==> config.mk <==
export PLATFORM = sky130hd
export DESIGN_NAME = blur_window_ctrl
export DESIGN_NICKNAME = d
export VERILOG_FILES = /design/src/rtl/blur_pkg.sv /design/src/rtl/blur_line_buffer.sv /design/src/rtl/blur_window_ctrl.sv
export SDC_FILE = /design/constraint.sdc
export NUM_CORES = 1
export LEC_CHECK = 0
export ABC_CLOCK_PERIOD_IN_PS = 5360
export CAP_MARGIN = 25
export CORE_ASPECT_RATIO = 1.75
export CORE_MARGIN = 2
export CORE_UTILIZATION = 60
export CTS_CLUSTER_SIZE = 14
export DETAILED_ROUTE_END_ITERATION = 6
export GPL_TIMING_DRIVEN = 0
export PLACE_DENSITY = 0.78
export SETUP_SLACK_MARGIN = 0.5
export SLEW_MARGIN = 20
export SYNTH_ARGS = -nofsm -noshare
export SYNTH_HDL_FRONTEND = slang
export SYNTH_HIERARCHICAL = 1
export SYNTH_SLANG_ARGS = --single-unit
==> constraint.sdc <==
create_clock -name clk -period 5.36 [get_ports clk]
set_clock_uncertainty 0.1 [all_clocks]
set_input_delay 0.536 -clock clk [delete_from_list [all_inputs] [get_ports clk]]
set_output_delay 0.536 -clock clk [all_outputs]
set_load 0.01 [all_outputs]
==> src/rtl/blur_pkg.sv <==
// Shared constants and types for the 3x3 Gaussian blur window controller.
package blur_pkg;

    // Default pixel width and the extra sum bits the kernel needs (weights add up to 16).
    localparam int PIX_W_DEF = 4;
    localparam int SUM_GUARD = 4;
    localparam int SUM_W_DEF = PIX_W_DEF + SUM_GUARD;

    // Kernel geometry and weights: 1-2-1 / 2-4-2 / 1-2-1.
    localparam int K_TAPS   = 3;
    localparam int K_CORNER = 1;
    localparam int K_EDGE   = 2;
    localparam int K_CENTER = 4;

    // Controller states.
    typedef enum logic [1:0] {
        ST_IDLE,
        ST_RUN,
        ST_DRAIN,
        ST_DONE
    } state_e;

    // Weight of window tap (row, col); index 1 is the window centre on each axis.
    function automatic int kernel_weight(input int row, input int col);
        if (row == 1 && col == 1) return K_CENTER;
        if (row == 1 || col == 1) return K_EDGE;
        return K_CORNER;
    endfunction

endpackage

==> src/rtl/blur_line_buffer.sv <==
// One image row of delay: a DEPTH-deep shift register that advances only on en.
module blur_line_buffer
    import blur_pkg::*;
#(
    parameter int DEPTH = 16,
    parameter int WIDTH = PIX_W_DEF
) (
    input  logic             clk,
    input  logic             en,
    input  logic [WIDTH-1:0] din,
    output logic [WIDTH-1:0] dout
);

    logic [WIDTH-1:0] mem_q [DEPTH];

    // Shift one pixel in per enabled cycle; the tail is the pixel from one row earlier.
    // NOTE: storage is not reset -- every entry is rewritten before it is ever read.
    always_ff @(posedge clk) begin
        if (en) begin
            mem_q[0] <= din;
            for (int i = 1; i < DEPTH; i++) begin
                mem_q[i] <= mem_q[i-1];
            end
        end
    end

    assign dout = mem_q[DEPTH-1];

endmodule

==> src/rtl/blur_window_ctrl.sv <==
// Streaming 3x3 Gaussian blur controller: raster pixels in, filtered interior pixels out.
module blur_window_ctrl
    import blur_pkg::*;
#(
    parameter int IMG_W = 16,
    parameter int IMG_H = 16,
    parameter int PIX_W = PIX_W_DEF
) (
    input  logic             clk,
    input  logic             rst_n,
    input  logic             start,
    input  logic             in_valid,
    output logic             in_ready,
    input  logic [PIX_W-1:0] in_pix,
    output logic             out_valid,
    input  logic             out_ready,
    output logic [PIX_W-1:0] out_pix,
    output logic             busy,
    output logic             done
);

    localparam int SUM_W = PIX_W + SUM_GUARD;
    localparam int COL_W = $clog2(IMG_W);
    localparam int ROW_W = $clog2(IMG_H);
    localparam logic [COL_W-1:0] COL_LAST = COL_W'(IMG_W - 1);
    localparam logic [ROW_W-1:0] ROW_LAST = ROW_W'(IMG_H - 1);

    state_e           state_q, state_d;
    logic [ROW_W-1:0] row_q, row_d;
    logic [COL_W-1:0] col_q, col_d;
    logic             out_valid_q, out_valid_d;
    logic [PIX_W-1:0] out_pix_q, out_pix_d;
    logic             busy_q, busy_d;
    logic             done_q, done_d;

    logic             in_hs;
    logic             out_hs;
    logic [PIX_W-1:0] lb0_out;
    logic [PIX_W-1:0] lb1_out;
    logic [PIX_W-1:0] col_a_q [K_TAPS];          // window column c-2, row 0 = oldest row
    logic [PIX_W-1:0] col_b_q [K_TAPS];          // window column c-1
    logic [PIX_W-1:0] new_col [K_TAPS];          // column c, arriving this cycle
    logic [PIX_W-1:0] win     [K_TAPS][K_TAPS];  // [row][col] of the completed window
    logic [SUM_W-1:0] kernel_sum;

    // Single output register: a stalled result blocks further input.
    assign in_ready  = (state_q == ST_RUN) && (!out_valid_q || out_ready);
    assign in_hs     = in_valid && in_ready;
    assign out_hs    = out_valid_q && out_ready;
    assign out_valid = out_valid_q;
    assign out_pix   = out_pix_q;
    assign busy      = busy_q;
    assign done      = done_q;

    // Two row delays give the pixels directly above the incoming one.
    blur_line_buffer #(.DEPTH(IMG_W), .WIDTH(PIX_W)) u_lb0 (
        .clk  (clk),
        .en   (in_hs),
        .din  (in_pix),
        .dout (lb0_out)
    );

    blur_line_buffer #(.DEPTH(IMG_W), .WIDTH(PIX_W)) u_lb1 (
        .clk  (clk),
        .en   (in_hs),
        .din  (lb0_out),
        .dout (lb1_out)
    );

    // Assemble the window including the incoming column and apply the kernel.
    always_comb begin
        new_col[0] = lb1_out;
        new_col[1] = lb0_out;
        new_col[2] = in_pix;
        kernel_sum = '0;
        for (int i = 0; i < K_TAPS; i++) begin
            win[i][0] = col_a_q[i];
            win[i][1] = col_b_q[i];
            win[i][2] = new_col[i];
            for (int j = 0; j < K_TAPS; j++) begin
                kernel_sum = kernel_sum + SUM_W'(win[i][j]) * SUM_W'(kernel_weight(i, j));
            end
        end
    end

    // Slide the window one column left on every accepted pixel.
    always_ff @(posedge clk) begin
        if (in_hs) begin
            col_a_q <= col_b_q;
            col_b_q <= new_col;
        end
    end

    // Next-state logic: frame sequencing, raster counters and the output register.
    always_comb begin
        // NOTE: every *_d gets a default first so no path leaves it unassigned (no latch).
        state_d     = state_q;
        row_d       = row_q;
        col_d       = col_q;
        out_valid_d = out_valid_q;
        out_pix_d   = out_pix_q;
        busy_d      = busy_q;
        done_d      = 1'b0;

        if (out_hs) out_valid_d = 1'b0;

        unique case (state_q)
            ST_IDLE: begin
                if (start) begin
                    state_d = ST_RUN;
                    row_d   = '0;
                    col_d   = '0;
                    busy_d  = 1'b1;
                end
            end
            ST_RUN: begin
                if (in_hs) begin
                    // Result only once the window lies fully inside the image.
                    if (row_q >= ROW_W'(2) && col_q >= COL_W'(2)) begin
                        out_valid_d = 1'b1;
                        out_pix_d   = PIX_W'(kernel_sum >> SUM_GUARD);
                    end
                    if (col_q == COL_LAST) begin
                        col_d = '0;
                        if (row_q == ROW_LAST) begin
                            row_d   = '0;
                            state_d = ST_DRAIN;
                        end else begin
                            row_d = row_q + ROW_W'(1);
                        end
                    end else begin
                        col_d = col_q + COL_W'(1);
                    end
                end
            end
            ST_DRAIN: begin
                if (out_hs) begin
                    state_d = ST_DONE;
                    done_d  = 1'b1;
                end
            end
            ST_DONE: begin
                state_d = ST_IDLE;
                busy_d  = 1'b0;
            end
            default: state_d = ST_IDLE;
        endcase
    end

    // Control state and registered outputs; reset discards any partial frame.
    always_ff @(posedge clk or negedge rst_n) begin
        if (!rst_n) begin
            state_q     <= ST_IDLE;
            row_q       <= '0;
            col_q       <= '0;
            out_valid_q <= 1'b0;
            out_pix_q   <= '0;
            busy_q      <= 1'b0;
            done_q      <= 1'b0;
        end else begin
            state_q     <= state_d;
            row_q       <= row_d;
            col_q       <= col_d;
            out_valid_q <= out_valid_d;
            out_pix_q   <= out_pix_d;
            busy_q      <= busy_d;
            done_q      <= done_d;
        end
    end

endmodule
==> flow_summary.toml, run 1 <==
[routing]
highest_layer = "met4"
route.met3.wl_um = 284
total_length_of_routed_wires_um = 8960
avgViaCountPerCell = 5.45
routedLengthMet1_um = 4060
drtAntennaViolNets = 0
number_of_drc_violations_after_detailed_routing = 0
met2_wirelength_um = 4490
first_iter_violations = 165
routedWlPerCell_um = 16.8
drt-pass1-iter-count = 4
vias = 2898

[sta]
layout_min_cycle_time_ns = 4.66
fin_tns_setup_ns = 0
timing_hold_violations_final = 0
slew_headroom = 0.453
setup_viol = 0
final-max-slew-violation-count = 0
final_critical_path_share_of_the_clock_period = 0.869
worst-slew-pin-transition_ns = 0.818
grt_setup_unrepaired = "false"
max_clock_freq_ghz = 0.215
worst_slack_ns = 0.703

[place]
i_o_buffers = 16
dpl.hpwl_um = 5370
gp_routability_congestion = 0.762
dpl_ws_ns = 0.230

[setup_path]
crit_chain = "clkdlybuf4s50_1, inv_1, fa_1, inv_1, fa_1, fa_1, fa_1, or3b_2, fa_1, nand2b_1, a21oi_1, xor2_1, mux2_2"
ff2ff_path_depth = 13
critPathCaptureType = "register"
worst-endpoint-required_ns = 5.56
cp_common_cell = "fa_1"
cpPeakStageDelay_ns = 0.56
timing.reg2reg.setup_slack_ns = 1.00
crit_path_start_kind = "input port"
worst_setup_path_type = "in -> reg"
cp_max_fo = 3
worst_path_dominant_cell_family = "adder cells"
critical_path.n_buffers_inverters = 3
cp.depth = 13
arrival_ns = 4.86
critical_path.slowest_cell = "fa_1"

[grt]
grt_util_all_layers = 0.176
grt_pass1_vias = 2946
globalRoute.totalOverflow = 0
antenna_found_initial = 0
grt_max_degree = 33
grt_pass1_wl_um = 14700

[cts]
number_of_buffers_inserted_by_hold_repair_at_cts = 0
clock_path_buffers = 2
cts_max_level = 4
numClockSinks = 169
cts_repair_resize_count = 0
cts.reportedPaths.clkPinSlew_ns = 0.06
cts_made_buffers = 17
post-cts-setup-buffers = 0
cts_tree = "done"
clk_root_buffer_cell = "clkbuf_16"
clkLatencyLatePin_ns = 0.42

[finish]
layout_overhead_on_the_synthesized_area_pct = 16.6
sequential_cell_area_um2 = 4990
final_net_count = 439
post_route_cells_drive_above_1_share = 0.147
fillerInstances = 650
multi_input_gate_area_um2 = 1230
antenna_cells_inserted = 0

[synth]
yosys-top-cells-count = "edfxtp_1 (152), inv_1 (52), fa_1 (24)"
synth_top_cell_area_share = 0.703
synth_top_area_cell = "edfxtp_1"
synth_cell_type_count = 42
synth.ff_latch_count = 169
async_flop_share = 0.101
synth.yosys.warnings = 6
synth_enable_flop_cells = 152
synthCells = 348
primary_ff_master_synth = "edfxtp_1"
yosysMostFrequentCell = "edfxtp_1"
syn_avg_cell_area_um2 = 18.7
seq_area_frac_synth = 0.768
synthTopCellsByArea = "edfxtp_1 (70%), fa_1 (7.4%), dfrtp_1 (6.5%), ha_1 (3.3%), inv_1 (3.0%)"
syn_nets = 398
synth.cell_area_um2 = 6500

[run]
max_cap_violations = 0

[power]
p_per_area_nw_per_um2 = 531
vdd_ir_drop_max_v = 0.000473
power.static_leakage_uw = 0.00288

[floorplanning]
initial_utilization = 0.611
die-height_um = 142
chipWidth_um = 82.7
ios = 17
die_area_um2 = 11700
row_count = 50
coreArea_um2 = 10600

[min_path]
min-delay-path-class = "reg -> reg"
hold-path-cell-count = 0

[outcome]
run_status = "completed"
## area by class of cell
class	count	area share
multi-input combinational	117	0.163
clock buffer	18	0.0566
tap	130	0.0215
timing repair buffer	22	0.0410
buffer	10	0.0101
inverter	52	0.0258
sequential	169	0.659
clock inverter	14	0.0236
## cells in the final DEF, fill, tap and decap left out, types with 2 or more instances in the layout
cell / n
and3b_1: 2
nand3b_1: 3
nand4b_1: 2
inv_6: 3
buf_4: 8
nor2_1: 3
edfxtp_1: 152
buf_16: 4
o21ai_0: 9
a31oi_1: 2
o211ai_1: 2
clkdlybuf4s50_1: 16
a21oi_1: 5
mux2i_1: 2
xor2_1: 2
o2bb2ai_1: 2
nand2b_1: 4
inv_1: 52
inv_8: 4
nand2_1: 7
clkinvlp_4: 3
bufinv_16: 2
clkbuf_16: 17
mux2_2: 4
dfrtp_1: 17
nand3_1: 7
fa_1: 24
buf_12: 2
and2_1: 2
ha_1: 17
## per-layer routing
layer  GRT usage  up-vias
met1       0.249     1506
met3      0.0598       12
met4      0.0630        0
li1            -     1331
met2       0.261       49
met5           0        -
## metrics by stage
stage,cells,hold WS [ns],total power [uW],util,instance area [um2]
3_3_place_gp,494,0.307,2740,0.641,6820
5_1_grt,532,0.319,4280,0.712,7580
2_1_floorplan,348,0.140,2530,-,6500
3_5_place_dp,500,0.305,2820,0.655,6970
6_report,532,0.315,4020,0.712,7580
4_1_cts,532,0.317,4070,0.712,7580
## path summary, 6_finish.rpt
check                                     to         startpoint
max in group asynchronous         out_pix[2]              rst_n
setup / recovery                  out_pix[3]          in_pix[3]
min in group asynchronous           col_q[2]              rst_n
setup reg to reg                  out_pix[3]  u_lb0/mem_q[7][6]
hold / removal             u_lb0/mem_q[4][3]  u_lb0/mem_q[3][7]
hold reg to reg            u_lb0/mem_q[4][3]  u_lb0/mem_q[3][7]
## power breakdown
group          total [uW]  switching [uW]  internal (uW)
clock network        1230             527            708
logic                1010             533            472
registers            1780            88.2           1690
total                4020            1150           2870
## worst reg2reg max path, cell delays in order, from the launching register on
cell	delay, ns
edfxtp_1	0.32
buf_4	0.12
inv_1	0.05
fa_1	0.51
inv_1	0.06
fa_1	0.50
fa_1	0.52
fa_1	0.56
or3b_2	0.46
fa_1	0.40
nand2b_1	0.16
a21oi_1	0.15
xor2_1	0.09
mux2_2	0.26
## registers in the layout (all words and copies together) (netlist names)
name         flops
col_b_q         12
out_valid        1
u_lb1/mem_q     64
state_q          2
row_q            4
col_q            4
done             1
col_a_q         12
u_lb0/mem_q     64
out_pix          4
busy             1
## logic make-up (layout without fill, tap and decap cells)
group / count (synthesis) / in the layout / share of synthesized area
DFF: 169 / 169 / 0.768
buffers and inverters: 62 / 116 / 0.0418
adders and majority gates: 41 / 41 / 0.107
and+or+nand+nor: 41 / 41 / 0.0437
AOI/OAI and AO/OA: 26 / 26 / 0.0256
muxes: 6 / 6 / 0.0100
xor gates and xnor gates: 3 / 3 / 0.00405
Power figures use the tool's default switching activity.
==> run 2, diff against run 1 <==
--- a/config.mk
+++ b/config.mk
@@ -15,7 +15,6 @@
 export GPL_TIMING_DRIVEN = 0
 export PLACE_DENSITY = 0.78
 export SETUP_SLACK_MARGIN = 0.5
-export SLEW_MARGIN = 20
 export SYNTH_ARGS = -nofsm -noshare
 export SYNTH_HDL_FRONTEND = slang
 export SYNTH_HIERARCHICAL = 1
==> flow_summary.toml, run 2 (synthesis results as in run 1) <==
[cts]
cts_repair_resize_count = 0
clock_path_buffers = 2
clk_root_buffer_cell = "clkbuf_16"
cts_tree = "done"
cts_made_buffers = 17
cts_max_level = 4
numClockSinks = 169
post-cts-setup-buffers = 0
clkLatencyLatePin_ns = 0.42
number_of_buffers_inserted_by_hold_repair_at_cts = 0
cts.reportedPaths.clkPinSlew_ns = 0.06

[sta]
max_clock_freq_ghz = 0.215
fin_tns_setup_ns = 0
final-max-slew-violation-count = 0
worst-slew-pin-transition_ns = 0.801
layout_min_cycle_time_ns = 4.66
timing_hold_violations_final = 0
setup_viol = 0
grt_setup_unrepaired = "false"
worst_slack_ns = 0.703
slew_headroom = 0.464
final_critical_path_share_of_the_clock_period = 0.869

[floorplanning]
ios = 17
chipWidth_um = 82.7
die-height_um = 142
row_count = 50
coreArea_um2 = 10600
initial_utilization = 0.611
die_area_um2 = 11700

[finish]
layout_overhead_on_the_synthesized_area_pct = 15.0
mostFrequentLayoutCell = "edfxtp_1"
final_net_count = 437
antenna_cells_inserted = 0
post_route_cells_drive_above_1_share = 0.138
most-common-layout-cells = "edfxtp_1 (152), inv_1 (52), fa_1 (24)"
finish.utilization = 0.702
largest_registers = "u_lb0/mem_q x64, u_lb1/mem_q x64"

[routing]
total_length_of_routed_wires_um = 8750
drt-pass1-iter-count = 4
routedWlPerCell_um = 16.5
drtAntennaViolNets = 0
vias = 2854
avgViaCountPerCell = 5.38
number_of_drc_violations_after_detailed_routing = 0
first_iter_violations = 145

[grt]
use_met1 = 0.225
grt_max_degree = 39
use_met3 = 0.0573
globalRoute.busiestLayer = "met2"
global_route.usage.met2 = 0.250
grt_util_all_layers = 0.167
globalRoute.totalOverflow = 0
antenna_found_initial = 0
grt_pass1_vias = 2944
grt_pass1_wl_um = 13900

[setup_path]
arrival_ns = 4.86
worst_setup_path_type = "in -> reg"
cp_max_fo = 3
crit_path_start_kind = "input port"
worst-endpoint-required_ns = 5.56
critPathCaptureType = "register"

[run]
max_cap_violations = 0

[power]
power.static_leakage_uw = 0.00284
vdd_ir_drop_max_v = 0.000481
p_per_area_nw_per_um2 = 525
finalPower_uw = 3920

[place]
dpl.hpwl_um = 5200
i_o_buffers = 16
gp_routability_congestion = 0.762
dpl_ws_ns = 0.256

[min_path]
min-delay-path-class = "reg -> reg"

[outcome]
run_status = "completed"
==> run 2: changes by cell type in the layout (fill, tap and decap cells not counted) <==
cell	previous run	this run
buf_12	2	4
buf_16	4	0
clkinvlp_4	3	1
clkinv_4	1	5
bufinv_16	2	1
inv_8	4	1
clkinv_1	0	2
==> run 2: worst max-delay path, cell delays in order <==
cell             delay [ns]
clkdlybuf4s50_1        0.54
inv_1                  0.09
fa_1                   0.54
inv_1                  0.06
fa_1                   0.51
fa_1                   0.52
fa_1                   0.56
or3b_2                 0.46
fa_1                   0.40
nand2b_1               0.16
a21oi_1                0.15
xor2_1                 0.09
mux2_2                 0.26
==> run 2: report_power, final <==
| part | switching [uW] | internal [uW] |
|---|---|---|
| Clock | 513 | 650 |
| Sequential | 88.1 | 1690 |
| Combinational | 523 | 453 |
| Total | 1120 | 2800 |
==> run 2: final timing paths <==
kind                                        start                end  slack [ns]  cells after the start
worst min register to register  u_lb0/mem_q[3][7]  u_lb0/mem_q[4][3]        0.31                      0
worst min-delay path            u_lb0/mem_q[3][7]  u_lb0/mem_q[4][3]        0.31                      0
worst max register to register  u_lb1/mem_q[7][7]         out_pix[3]        1.00                     13
worst max-delay path                    in_pix[3]         out_pix[3]        0.70                     13
max in group asynchronous                   rst_n         out_pix[0]        4.18                      1
min in group asynchronous                   rst_n           col_q[0]        0.47                      1
==> run 2: layout make-up <==
| type | instances | area [um2] |
|---|---|---|
| plain buffers | 10 | 76.3 |
| clock buffers | 18 | 429 |
| clock inverters | 14 | 143 |
| fillers | 645 | 3160 |
| inverters | 52 | 195 |
| multi-input cells | 117 | 1230 |
| flip-flops and latches | 169 | 4990 |
| well taps | 130 | 163 |
| repair buffers | 20 | 240 |
==> run 2: per-stage QoR <==
stage | hold WS [ns] | cells | cell area, um2
after floorplan | 0.140 | 348 | 6500
after global placement | 0.307 | 494 | 6820
after detailed placement | 0.305 | 498 | 6900
after CTS | 0.316 | 530 | 7470
after global routing | 0.321 | 530 | 7470
final | 0.315 | 530 | 7470
==> run 2: metal layers <==
layer / share of wire / up-vias / routed length (um)
met3: 0.037 / 16 / 323
met1: 0.44 / 1464 / 3870
met4: 0.022 / 0 / 193
met5: 0 / - / 0
met2: 0.50 / 49 / 4370
li1: - / 1325 / -
==> run 3, diff against run 2 <==
--- a/config.mk
+++ b/config.mk
@@ -6,7 +6,6 @@
 export NUM_CORES = 1
 export LEC_CHECK = 0
 export ABC_CLOCK_PERIOD_IN_PS = 5360
-export CAP_MARGIN = 25
 export CORE_ASPECT_RATIO = 1.75
 export CORE_MARGIN = 2
 export CORE_UTILIZATION = 60
==> flow_summary.toml, run 3 (synthesis results as in run 1) <==
[outcome]
run_status = "completed"

[routing]
routedWlPerCell_um = 16.7
avgViaCountPerCell = 5.31
total_length_of_routed_wires_um = 8830
first_iter_violations = 160
vias = 2816
drtAntennaViolNets = 0
number_of_drc_violations_after_detailed_routing = 0
drt-pass1-iter-count = 4

[sta]
layout_min_cycle_time_ns = 4.67
grt_setup_unrepaired = "false"
worst-slew-pin-transition_ns = 0.815
timing_hold_violations_final = 0
slew_headroom = 0.455
final-max-slew-violation-count = 0
setup_viol = 0
final_critical_path_share_of_the_clock_period = 0.871
fin_tns_setup_ns = 0
max_clock_freq_ghz = 0.214

[setup_path]
arrival_ns = 4.87
worst_setup_path_type = "in -> reg"
worst-endpoint-required_ns = 5.56
crit_path_start_kind = "input port"
critPathCaptureType = "register"
timing.reg2reg.setup_slack_ns = 1.00
cp_max_fo = 3

[finish]
fillerInstances = 655
final_net_count = 437
largest_registers = "u_lb0/mem_q x64, u_lb1/mem_q x64"
most-common-layout-cells = "edfxtp_1 (152), inv_1 (52), fa_1 (24)"
post_route_cells_drive_above_1_share = 0.143
layout_overhead_on_the_synthesized_area_pct = 15.6
finish.utilization = 0.706
mostFrequentLayoutCell = "edfxtp_1"
antenna_cells_inserted = 0

[min_path]
min-delay-path-class = "reg -> reg"

[power]
internal_power_uw = 2860
clock_power_share = 0.310
power_frac_seq = 0.444
switching_share = 0.288
p_per_area_nw_per_um2 = 534
power.static_leakage_uw = 0.00286
power_switching_uw = 1150
combPwrFrac = 0.247
vdd_ir_drop_max_v = 0.000504

[run]
max_cap_violations = 0

[grt]
grt_pass1_wl_um = 14100
globalRoute.totalOverflow = 0
grt_pass1_vias = 2934
grt_max_degree = 39
antenna_found_initial = 0
grt_util_all_layers = 0.171

[cts]
post-cts-setup-buffers = 0
cts_max_level = 4
clk_root_buffer_cell = "clkbuf_16"
numClockSinks = 169
clkLatencyLatePin_ns = 0.42
cts.reportedPaths.clkPinSlew_ns = 0.06
cts_repair_resize_count = 0
cts_tree = "done"
cts_made_buffers = 17
number_of_buffers_inserted_by_hold_repair_at_cts = 0
clock_path_buffers = 2

[floorplanning]
chipWidth_um = 82.7
die-height_um = 142
ios = 17
die_area_um2 = 11700
coreArea_um2 = 10600
row_count = 50
initial_utilization = 0.611

[place]
i_o_buffers = 16
dpl.hpwl_um = 5210
gp_routability_congestion = 0.762
## run 3: area by class of cell
cell class / instances / area, um2 / share of cell area
Buffer: 10 / 76.3 / 0.0102
Clock buffer: 17 / 425 / 0.0567
Clock inverter: 15 / 183 / 0.0243
Inverter: 52 / 195 / 0.0260
Multi-Input combinational cell: 117 / 1230 / 0.164
Sequential cell: 169 / 4990 / 0.665
Tap cell: 130 / 163 / 0.0217
Timing Repair Buffer: 20 / 240 / 0.0320
## run 3: worst max-delay path, stage by stage
cell	delay, ns
clkdlybuf4s50_1	0.54
inv_1	0.09
fa_1	0.54
inv_1	0.06
fa_1	0.50
fa_1	0.52
fa_1	0.56
or3b_2	0.46
fa_1	0.40
nand2b_1	0.15
a21oi_1	0.15
xor2_1	0.09
mux2_2	0.26
## run 3: final timing paths
kind	from	endpoint	depth (start not counted)
worst min register to register	u_lb0/mem_q[5][6]	u_lb0/mem_q[6][2]	0
worst max-delay path	in_pix[3]	out_pix[3]	13
min in group asynchronous	rst_n	col_q[0]	1
worst max register to register	u_lb1/mem_q[7][7]	out_pix[3]	13
worst min-delay path	u_lb0/mem_q[5][6]	u_lb0/mem_q[6][2]	0
max in group asynchronous	rst_n	out_pix[2]	1
## run 3: power groups by stage
stage | registers [uW] | logic, uW | clock network, uW
6_report | 1780 | 989 | 1240
5_1_grt | 1800 | 1130 | 1320
4_1_cts | 1780 | 1010 | 1270
3_5_place_dp | 1800 | 1000 | 0
3_3_place_gp | 1810 | 930 | 0
2_1_floorplan | 1800 | 732 | 0
## run 3: stage by stage
stage	power (uW)	cells	hold slack, ns	area [um2]	setup WS, ns
2_1_floorplan	2530	348	0.140	6500	0.982
3_3_place_gp	2740	494	0.307	6820	0.140
3_5_place_dp	2800	498	0.305	6900	0.244
4_1_cts	4060	530	0.319	7510	0.680
5_1_grt	4250	530	0.322	7510	0.564
6_report	4010	530	0.319	7510	0.691
## run 3: routing by layer
metal | vias up | global-route usage | share of wire
met2 | 57 | 0.257 | 0.50
met4 | 0 | 0.0794 | 0.021
met3 | 12 | 0.0592 | 0.033
li1 | 1325 | - | -
met1 | 1422 | 0.225 | 0.44
met5 | - | 0 | 0
